==> src/rtl/microcode_exec_pkg.sv <==
// microcode_pkg: control-word codes and FSM states shared by the sequencer and its control-word memory.
package microcode_pkg;
    localparam logic [2:0] LOADX = 3'b000;
    localparam logic [2:0] LOADY = 3'b001;
    localparam logic [2:0] ADD   = 3'b010;
    localparam logic [2:0] SHIFT = 3'b011;
    localparam logic [2:0] LOADZ = 3'b100;
    typedef enum logic {IDLE, RUN} state_e;
endpackage

==> src/rtl/microcode_exec_if.sv <==
// microcode_exec_if: start/status handshake plus step-index / control-word memory port.
interface microcode_exec_if #(parameter int W = 8);
    logic         start;
    logic [2:0]   count;
    logic [2:0]   ctrl;
    logic [W-1:0] val;
    logic         busy;
    logic         done;
    logic         err;
    logic [2*W-1:0] result;
    modport master (output start, ctrl, val, input count, busy, done, err, result);
    modport slave  (input start, ctrl, val, output count, busy, done, err, result);
endinterface

==> src/rtl/microcode_exec_shift_add_datapath.sv <==
// shift_add_datapath: X/Y/Z registers of the shift-and-add multiplier, driven by the current control word.
module shift_add_datapath import microcode_pkg::*; #(parameter int W = 8) (
    input  logic           clk,
    input  logic           rst_n,
    input  logic           en,
    input  logic [2:0]     op,
    input  logic [W-1:0]   val,
    output logic [2*W-1:0] z
);
    logic [2*W-1:0] x;
    logic [W-1:0]   y;
    always_ff @(posedge clk or negedge rst_n)
        if (!rst_n) begin
            x <= '0;
            y <= '0;
            z <= '0;
        end else if (en) begin
            x <= op == LOADX ? {{W{1'b0}}, val} : op == SHIFT ? x << 1 : op == LOADZ ? '0 : x;
            y <= (op == LOADX || op == LOADZ) ? '0 : op == LOADY ? val : op == SHIFT ? y >> 1 : y;
            z <= op == LOADX ? '0 : (op == ADD && y[0]) ? z + x : z;
        end
endmodule

==> src/rtl/microcode_exec.sv <==
// microcode_exec: steps a control-word memory through a shift-and-add multiply; the start edge executes step 0.
module microcode_exec import microcode_pkg::*; #(
    parameter int         W         = 8,
    parameter logic [2:0] LAST_STEP = 3'b100
) (
    input logic               clk,
    input logic               rst_n,
    microcode_exec_if.slave   bus
);
    localparam int IW = $clog2(W) + 1;
    localparam logic [IW-1:0] I_LAST = IW'(W - 1);
    state_e         state;
    logic [IW-1:0]  i;
    logic [2*W-1:0] z;
    logic           exec, illegal, fin;
    logic [2:0]     nxt;
    always_comb begin
        exec    = state == RUN || bus.start;
        illegal = bus.ctrl > LOADZ;
        fin     = bus.ctrl == LOADZ || illegal;
        nxt     = bus.ctrl == LOADX ? 3'b001 :
                  bus.ctrl == LOADY ? 3'b010 :
                  bus.ctrl == ADD   ? 3'b011 :
                  bus.ctrl == SHIFT ? (i < I_LAST ? 3'b010 : LAST_STEP) : 3'b000;
    end
    always_ff @(posedge clk or negedge rst_n)
        if (!rst_n) begin
            state      <= IDLE;
            i          <= '0;
            bus.count  <= '0;
            bus.busy   <= 1'b0;
            bus.done   <= 1'b0;
            bus.err    <= 1'b0;
            bus.result <= '0;
        end else begin
            bus.done <= exec && bus.ctrl == LOADZ;
            bus.err  <= exec && illegal;
            if (exec) begin
                state     <= fin ? IDLE : RUN;
                bus.busy  <= !fin;
                bus.count <= nxt;
                i         <= bus.ctrl == LOADY ? '0 : bus.ctrl == SHIFT ? i + 1'b1 : i;
                if (bus.ctrl == LOADZ) bus.result <= z;
            end
        end
    shift_add_datapath #(.W(W)) dp (
        .clk(clk),
        .rst_n(rst_n),
        .en(exec),
        .op(bus.ctrl),
        .val(bus.val),
        .z(z)
    );
endmodule

==> src/flat_wrapper.sv <==
// flat-port wrapper written by rule: the top's interface ports become plain ports
module microcode_exec_flat import microcode_pkg::*;
#(
    parameter int         W         = 8,
    parameter logic [2:0] LAST_STEP = 3'b100
)
  (clk, rst_n, bus_start, bus_ctrl, bus_val, bus_count, bus_busy, bus_done, bus_err, bus_result);
  microcode_exec_if #(.W(W)) bus_i ();
  input logic clk;
  input logic rst_n;
  input wire logic [$bits(bus_i.start)-1:0] bus_start;
  input wire logic [$bits(bus_i.ctrl)-1:0] bus_ctrl;
  input wire logic [$bits(bus_i.val)-1:0] bus_val;
  output wire logic [$bits(bus_i.count)-1:0] bus_count;
  output wire logic [$bits(bus_i.busy)-1:0] bus_busy;
  output wire logic [$bits(bus_i.done)-1:0] bus_done;
  output wire logic [$bits(bus_i.err)-1:0] bus_err;
  output wire logic [$bits(bus_i.result)-1:0] bus_result;
  assign bus_i.start = bus_start;
  assign bus_i.ctrl = bus_ctrl;
  assign bus_i.val = bus_val;
  assign bus_count = bus_i.count;
  assign bus_busy = bus_i.busy;
  assign bus_done = bus_i.done;
  assign bus_err = bus_i.err;
  assign bus_result = bus_i.result;
  microcode_exec #(.W(W), .LAST_STEP(LAST_STEP)) u_core (.clk(clk), .rst_n(rst_n), .bus(bus_i));
endmodule
==> config.mk <==
export PLATFORM = sky130hd
export DESIGN_NAME = microcode_exec_flat
export DESIGN_NICKNAME = d
export VERILOG_FILES = /design/src/rtl/microcode_exec_pkg.sv /design/src/rtl/microcode_exec_if.sv /design/src/rtl/microcode_exec_shift_add_datapath.sv /design/src/rtl/microcode_exec.sv /design/src/flat_wrapper.sv
export SDC_FILE = /design/constraint.sdc
export NUM_CORES = 1
export LEC_CHECK = 0
export CAP_MARGIN = 20
export CORE_UTILIZATION = 51
export DETAILED_ROUTE_END_ITERATION = 7
export PLACE_DENSITY = 0.76
export SLEW_MARGIN = 20
export SYNTH_ARGS = -nofsm -noshare
export SYNTH_HDL_FRONTEND = slang
export SYNTH_HIERARCHICAL = 1
export SYNTH_SLANG_ARGS = --single-unit
export TNS_END_PERCENT = 30
==> constraint.sdc <==
create_clock -name clk -period 2.1 [get_ports clk]
set_input_delay 0.21 -clock clk [delete_from_list [all_inputs] [get_ports clk]]
set_output_delay 0.21 -clock clk [all_outputs]
set_load 0.005 [all_outputs]
==> impl_metrics.ini <==
[die]
core_area_um2 = 6490
dieHeight_um = 84.8
initial_core_util_pct = 53.8
row_count = 29
ioPinCount = 36
dieArea_um2 = 7180
die-width_um = 84.8

[finish]
n_fill_cell = 497
utilization_pct = 68.6
regArea_um2 = 1650
diodes = 0
multi_input_area_um2 = 1820
area_growth_pct = 27.6
drive_above_1_share_pct = 24.5
fin_nets = 430

[synthesis]
ys_seq_area_share_pct = 47.3
ys_top_cells_by_area = dfrtp_1, ha_1, nand2_1
synth-async-reset-ratio_pct = 100
synth_most_common_cell = dfrtp_1
yosysUniqueCellTypes = 62
synth_top_area_share_pct = 47.3
ys_warn_count = 6
synth_largest_area_cell = dfrtp_1
syn-num-nets = 356
synth_edf_count = 0
yosys_most_used_dff = dfrtp_1
netlist_area_um2 = 3490
synth_seq_cells = 66
postSynthCellCount = 325
synth_commonest_cells = dfrtp_1, nand2_1, o21ai_0
syn_area_per_cell_um2 = 10.7

[sta]
setup_slack_ns = -0.0652
fmax_mhz = 462
fin_crit_sh_pct = 103
rsz0062_at_grt = yes
timing.slew.headroom_pct = 59.9
finalSetupViolations = 1
hold_violations = 0
tightest_slew_ns = 0.601
layout_min_cycle_time_ns = 2.17
maxSlewViolCount = 0
fin_skew_ns = 0.00323

[global_route]
grt_pass1_vias = 2845
grt_start_max_net_pins = 67
grt_usage_pct = 23.6
antenna_found_initial = 0
grt_overflow_total = 0
grt_pass1_wl_mm = 13.1

[power_and_ir_drop]
power_switching_uw = 816
p_clk_share_pct = 32.6
p_comb_share_pct = 19.2
powerDensity_nw_per_um2 = 678
p_sw_share_pct = 27.0
p_int_mw = 2.21
p_leak_nw = 2.10
seqPwrFrac_pct = 48.1
power_mw = 3.02
irDropWorstVdd_mv = 0.459

[setup_path]
cp_cell_sequence = ha_2, inv_2, fa_2, nor2b_2, o2111ai_2, a21oi_2, a41o_1, or3_1, a32o_1
max_stage_delay_ns = 0.40
critical_path_class = register to register
slowest_stage = dfrtp_1
path_max_fanout = 2
crit-reg2reg-launch = u_core/dp/x[0]
arrival_ns = 2.39
end_kind = register
crit_start = u_core/dp/x[0]
worstSetupStartpointType = register
required_ns = 2.32

[clocking]
clk_path_buf_depth = 2
path_clk_slew_ns = 0.07
clk_latency_ns = 0.34
h-tree-depth = 3
cts.sinks = 66
cts_buffers = 9
cts_tree = done
clockRootBuffer = clkbuf_8

[placed_design]
globalplace.congestion = 0.824
hpwl_mm = 5.40
port_buffers = 35

[drt]
ant_nets = 0
dr.pass1.iters = 7
wire_per_inst_um = 16.5
vias = 2754
vias_per_cell = 5.73
drc_errors = 1
wl_mm = 7.92
drt-initial-drc-count = 153

[job]
cap_violations = 0

[status]
violations = design-rule violations, negative setup slack
run_status = finished with violations

[hold_path]
hold_path_class = input pin to asynchronous set/reset pin
[power by group through the flow]
| stage | sequential [mW] | combinational, mW | clock (mW) |
|---|---|---|---|
| finish | 1.46 | 0.582 | 0.986 |
| global route | 1.47 | 0.648 | 1.07 |
| CTS | 1.46 | 0.570 | 1.00 |
| detailed placement | 1.47 | 0.546 | 0 |
| global placement | 1.46 | 0.523 | 0 |
| floorplan | 1.46 | 0.288 | 0 |
[metrics by stage]
step / setup TNS, ns / hold slack (ns) / setup slack, ns / area [µm²] / instances
after floorplan: 0 / -0.0856 / 0.0340 / 3490 / 325
after detailed placement: -0.420 / 0.258 / -0.137 / 4130 / 460
after CTS: -0.0226 / 0.427 / -0.0226 / 4380 / 478
after global placement: -0.0341 / 0.255 / -0.0266 / 4130 / 460
final: -0.0652 / 0.420 / -0.0652 / 4460 / 481
after global routing: -0.260 / 0.454 / -0.0874 / 4460 / 481
[cell families (layout without fill, tap and decap cells)]
kind of cell / count (synthesis) / after routing / share of synthesized area (%)
AOI/OAI and AO/OA: 97 / 97 / 18.9
xor gates and xnor gates: 10 / 10 / 2.51
adders and majority gates: 17 / 17 / 6.30
buffers and inverters: 20 / 99 / 3.55
DFF: 66 / 66 / 47.3
muxes: 25 / 25 / 8.70
and+or+nand+nor: 90 / 90 / 12.8
[final cells by class]
class	instances	share of cell area, %
Clock buffer	14	3.87
Inverter	10	0.842
Timing Repair Buffer	73	15.0
Clock inverter	2	0.225
Multi-Input combinational cell	239	40.8
Tap cell	77	2.16
Sequential cell	66	37.1
[cells in the final DEF (no fill, tap or decap), types with 8 or more instances in the layout]
cell,synthesis,layout
o21ai_0,33,28
ha_1,16,9
nand2_1,49,49
dfrtp_1,66,66
clkdlybuf4s50_1,0,34
a21oi_1,14,10
inv_1,9,8
buf_4,1,34
a22o_1,9,9
mux2i_1,9,9
mux2_4,9,9
clkbuf_8,2,12
[sequential cells by signal, indices dropped and copies added, names as in the netlist]
name and count:
u_core/bus.count 3, u_core/bus.done 1, u_core/bus.err 1, u_core/bus.result 16, u_core/dp/x 16, u_core/dp/y 8, u_core/dp/z 16, u_core/i 4
u_core/state 1
[worst paths after layout]
kind	cells past startpoint	slack [ns]	to
worst min-delay path	3	0.42	u_core/bus.done
worst min register to register	2	0.49	u_core/dp/y[6]
max in group asynchronous	3	1.39	u_core/dp/x[7]
worst max register to register	9	-0.07	u_core/dp/z[14]
min in group clk	2	0.49	u_core/dp/y[6]
worst max-delay path	9	-0.07	u_core/dp/z[14]
[repair_timing]
item | CTS | global route
endpoints found under the setup margin | 5 | 9
pin swaps | 2 | 3
hold endpoints to repair | 66 | 0
setup buffers | 1 | 3
hold buffers | 1 | 0
resized for setup | 12 | 13
[routing by layer]
layer | up-vias | GRT usage, % | wire length, µm
li1 | 1340 | - | -
met1 | 1340 | 29.2 | 3610
met2 | 63 | 39.1 | 3840
met3 | 11 | 6.29 | 331
met4 | 0 | 10.3 | 138
met5 | - | 0 | 0
[critical path, delay by kind of cell, from the launching register on]
family,cells,cell delay (ns)
compound gates,4,0.78
fa+ha+maj,2,0.41
buf+inv,1,0.06
flops,1,0.40
simple gates,2,0.39
Note: power is estimated with default switching activity, not from simulation.
